## src/rtl/as512512512_uart_txfifo.sv

```systemverilog
// as512512512_uart_txfifo: byte FIFO feeding a UART transmitter through a start/busy handshake.
// Define UART_TXFIFO_OVF_EN to add the sticky ovf flag and its ovf_clr input.
module as512512512_uart_txfifo #(
    parameter int DEPTH_LOG2 = 4
) (
    input  logic                  clk,
    input  logic                  rst_n,
    input  logic [7:0]            wr_data,
    input  logic                  wr_en,
    input  logic                  flush,
    output logic                  full,
    output logic                  empty,
    output logic [DEPTH_LOG2:0]   count,
    output logic [7:0]            uart_din,
    output logic                  uart_start,
    input  logic                  uart_busy,
`ifdef UART_TXFIFO_OVF_EN
    output logic                  ovf,
    input  logic                  ovf_clr,
`endif
    output logic                  idle
);
    typedef enum logic [1:0] {IDLE, WAIT_BUSY, WAIT_DONE} state_t;
    localparam logic [DEPTH_LOG2:0] ONE = (DEPTH_LOG2+1)'(1);
    state_t state, state_nx;
    logic [DEPTH_LOG2:0] wr_ptr, rd_ptr;
    logic [7:0] mem [2**DEPTH_LOG2];
    logic [1:0] wait_cnt, wait_cnt_nx;
    logic push, pop;
    assign empty = wr_ptr == rd_ptr;
    assign full  = (wr_ptr[DEPTH_LOG2] != rd_ptr[DEPTH_LOG2]) &&
                   (wr_ptr[DEPTH_LOG2-1:0] == rd_ptr[DEPTH_LOG2-1:0]);
    assign count = wr_ptr - rd_ptr;
    assign push  = wr_en && !full && !flush;
    assign idle  = empty && state == IDLE && !uart_busy;
    // wait_cnt bounds WAIT_BUSY so a start the UART never saw cannot stall the queue
    always_comb begin
        state_nx    = state;
        wait_cnt_nx = 2'd0;
        pop         = 1'b0;
        case (state)
            IDLE: begin
                pop      = !empty && !uart_busy && !flush;
                state_nx = pop ? WAIT_BUSY : IDLE;
            end
            WAIT_BUSY: begin
                state_nx    = uart_busy ? WAIT_DONE : (wait_cnt == 2'd3 ? IDLE : WAIT_BUSY);
                wait_cnt_nx = (uart_busy || wait_cnt == 2'd3) ? 2'd0 : wait_cnt + 2'd1;
            end
            WAIT_DONE: state_nx = uart_busy ? WAIT_DONE : IDLE;
            default:   state_nx = IDLE;
        endcase
    end
    always_ff @(posedge clk or negedge rst_n) begin
        if (!rst_n) begin
            state      <= IDLE;
            wait_cnt   <= 2'd0;
            wr_ptr     <= '0;
            rd_ptr     <= '0;
            uart_start <= 1'b0;
            uart_din   <= 8'h00;
        end else begin
            state      <= state_nx;
            wait_cnt   <= wait_cnt_nx;
            wr_ptr     <= flush ? '0 : (push ? wr_ptr + ONE : wr_ptr);
            rd_ptr     <= flush ? '0 : (pop ? rd_ptr + ONE : rd_ptr);
            uart_start <= pop;
            uart_din   <= pop ? mem[rd_ptr[DEPTH_LOG2-1:0]] : uart_din;
        end
    end
    always_ff @(posedge clk) begin
        if (push) mem[wr_ptr[DEPTH_LOG2-1:0]] <= wr_data;
    end
`ifdef UART_TXFIFO_OVF_EN
    always_ff @(posedge clk or negedge rst_n) begin
        if (!rst_n) ovf <= 1'b0;
        else        ovf <= (wr_en && full) ? 1'b1 : (ovf_clr ? 1'b0 : ovf);
    end
`endif
endmodule
```

## config.mk

```make
export PLATFORM = sky130hd
export DESIGN_NAME = as512512512_uart_txfifo
export DESIGN_NICKNAME = d
export VERILOG_FILES = /design/src/rtl/as512512512_uart_txfifo.sv
export SDC_FILE = /design/constraint.sdc
export NUM_CORES = 1
export LEC_CHECK = 0
export BUFFER_PORTS_ARGS = -buffer_cell sky130_fd_sc_hd__buf_2
export CORE_UTILIZATION = 55
export DETAILED_ROUTE_END_ITERATION = 10
export PLACE_DENSITY = 0.73
export SYNTH_ARGS = -nofsm -noshare
export SYNTH_HDL_FRONTEND = slang
export SYNTH_SLANG_ARGS = --single-unit
export TNS_END_PERCENT = 30
```

## constraint.sdc

```tcl
create_clock -name clk -period 6.2 [get_ports clk]
set_input_delay 0.31 -clock clk [delete_from_list [all_inputs] [get_ports clk]]
set_output_delay 0.31 -clock clk [all_outputs]
set_load 0.05 [all_outputs]
```

==> results.json <==
{
  "ys_seq_area_frac": 0.718,
  "ys_ff_latch": 151,
  "antenna_found_initial": 0,
  "initial_core_util": 0.565,
  "synth_enable_flop_cells": 128,
  "slew_violations": 0,
  "cap_viol_max_count": 0,
  "rows": 38,
  "postCtsSetupRepairBufs": 0,
  "worstSetupStartpoint": "rd_ptr[2]$_DFFE_PN0P_",
  "yosys.cell_types.count": 38,
  "avgSynthCellArea_um2": 16.6,
  "netlist_area_mm2": 0.00615,
  "grt_max_degree": 53,
  "path_clk_slew_ns": 0.06,
  "hold_buffers": 1,
  "drc": 0,
  "setup_viol": 0,
  "worstMarginPinSlew_ns": 1.21,
  "dieArea_mm2": 0.0116,
  "peakVddDrop_mv": 0.238,
  "area_growth_pct": 13.3,
  "ctsResizeCount": 0,
  "crit_path_start_kind": "flip-flop",
  "max_freq_mhz": 244,
  "cts_root_buf": "clkbuf_8",
  "crit_chain": "inv_1, ha_1, and4_2, a211oi_1, nand2_1, nor3_1",
  "status": "finished, final reports clean",
  "synth_ff_type": "edfxtp_1",
  "vias": 3295,
  "grt_first_pass_wirelength_mm": 19.1,
  "die_y_um": 108,
  "yosys_warnings": 0,
  "slew_headroom": 0.187,
  "first_global_vias": 3311,
  "p_per_area_mw_per_mm2": 389,
  "p_leak_nw": 2.33,
  "worstPathMaxFanout": 23,
  "drt-pass1-iter-count": 5,
  "routed_wl_mm": 12.3,
  "timing.final.ws_setup_ns": 2.11,
  "htree_levels": 4,
  "rsz0062_at_grt": "false",
  "dpl.cell_count": 525,
  "cp_slowest_cell": "nor3_1",
  "crit_family": "simple AND/OR/NAND/NOR gates",
  "grtUsageTotal": 0.238,
  "min_from": "uart_busy",
  "wire_per_inst_um": 22.1,
  "cts_tree": "yes",
  "min-delay-path-class": "in2reg",
  "drt-vias-per-instance": 5.91,
  "clock_skew_ns": 0.00715,
  "tns_ns": 0,
  "ant_nets": 0,
  "clk_latency_ns": 0.53,
  "dpl.hpwl_mm": 8.00,
  "fin_cells": 558,
  "final_cell_mix": "edfxtp_1 (128), nor2_1 (35), mux2i_1 (34)",
  "final_common_cell": "edfxtp_1",
  "die_w_um": 108,
  "crit_required_ns": 6.34,
  "path_buf_inv": 1,
  "final_util": 0.640,
  "syn_inst": 371,
  "drive_gt1_frac": 0.194,
  "gp_congestion": 0.813,
  "p_total_mw": 2.71,
  "worstSetupEndpointType": "flip-flop",
  "crit_type": "reg2reg",
  "rr_startpoint": "rd_ptr[2]$_DFFE_PN0P_",
  "ys_async_sr_fraction": 0.152,
  "dr.first_iter.drc_count": 273,
  "syn_nets": 395,
  "core_area_mm2": 0.0109,
  "io_pins": 30,
  "crit_arrival_ns": 4.23,
  "diodes": 0,
  "cts_buffer_depth": 2,
  "dp_worst_setup_slack_ns": 2.28,
  "nFillCells": 754,
  "hold_violations": 0,
  "slowest_delay_ns": 0.98,
  "grt_overflow": 0,
  "min_period_ns": 4.09,
  "post-route-period-util": 0.660,
  "cts_inserted_buffers": 17,
  "numClockSinks": 151,
  "layout.nets": 429,
  "port_buffers": 29
}
[per-stage QoR]
stage          hold slack (ns)  cell area (µm²)
5_1_grt                 0.0268             6970
3_3_place_gp             0.304             6400
4_1_cts                 0.0133             6970
2_1_floorplan           0.0144             6150
3_5_place_dp             0.314             6400
6_report                0.0333             6970
[power breakdown]
| part | switching (mW) | internal, mW | leakage [nW] |
|---|---|---|---|
| logic | 0.384 | 0.190 | 0.625 |
| clock network | 0.391 | 0.571 | 0.258 |
| registers | 0.0263 | 1.15 | 1.45 |
| total | 0.801 | 1.91 | 2.33 |
[per-layer routing]
layer / part of all wire / wire, µm / track usage / up-vias
li1: - / - / - / 1502
met2: 0.49 / 6020 / 0.364 / 120
met4: 0.029 / 361 / 0.0998 / 0
met5: 0 / 0 / 0 / -
met1: 0.43 / 5310 / 0.326 / 1647
met3: 0.052 / 647 / 0.0617 / 26
[cells in the mapped netlist (3+ instances only)]
cell | n | area, µm²
a211oi_1 | 11 | 82.6
a21oi_1 | 3 | 15.0
a31oi_1 | 8 | 50.1
buf_2 | 6 | 30.0
buf_4 | 3 | 22.5
clkbuf_1 | 5 | 18.8
dfrtp_1 | 23 | 576
edfxtp_1 | 128 | 3840
ha_1 | 10 | 125
inv_1 | 12 | 45.0
mux2i_1 | 34 | 340
mux4_2 | 16 | 360
nand2_1 | 14 | 52.6
nand2b_1 | 3 | 18.8
nand3_1 | 3 | 15.0
nor2_1 | 35 | 131
nor3_1 | 6 | 30.0
o21ai_0 | 4 | 20.0
o22ai_1 | 16 | 100
xnor2_1 | 9 | 78.8
[worst paths after layout]
check | to | slack (ns) | depth (start not counted)
min in group asynchronous | uart_din[4]$_DFFE_PN0P_ | 0.28 | 2
min reg2reg | wait_cnt[0]$_DFF_PN0_ | 0.44 | 1
max in group asynchronous | rd_ptr[0]$_DFFE_PN0P_ | 5.54 | 2
max reg2reg | mem[1][6]$_DFFE_PP_ | 2.11 | 6
max | mem[1][6]$_DFFE_PP_ | 2.11 | 6
min | state[1]$_DFF_PN0_ | 0.03 | 2
[worst reg2reg max path, stage by stage, from the launching register on]
cell	delay, ns
dfrtp_1	0.97
inv_1	0.19
ha_1	0.40
and4_2	0.32
a211oi_1	0.55
nand2_1	0.30
nor3_1	0.99
[area by class of cell]
class                   count  area, µm²  area share
well taps                 140        175      0.0251
inverters                  12       45.0     0.00647
repair buffers             31        163      0.0233
clock inverters            12        130      0.0187
flip-flops and latches    151       4420       0.635
clock buffers              20        425      0.0611
multi-input cells         192       1610       0.231
[flip-flops by register name (all words and copies together), names as in the netlist]
register and count:
mem 128, rd_ptr 5, state 2, uart_din 8, uart_start 1, wait_cnt 2, wr_ptr 5
[cell families (layout without fill, tap and decap cells)]
logic type,Yosys count,after routing,share of synthesized area
AOI/OAI and AO/OA,48,48,0.0529
DFF,151,151,0.718
xor gates and xnor gates,12,12,0.0183
muxes,50,50,0.114
and+or+nand+nor,71,71,0.0527
adders and majority gates,11,11,0.0236
buffers and inverters,28,75,0.0201
Note: power is estimated with default switching activity, not from simulation.
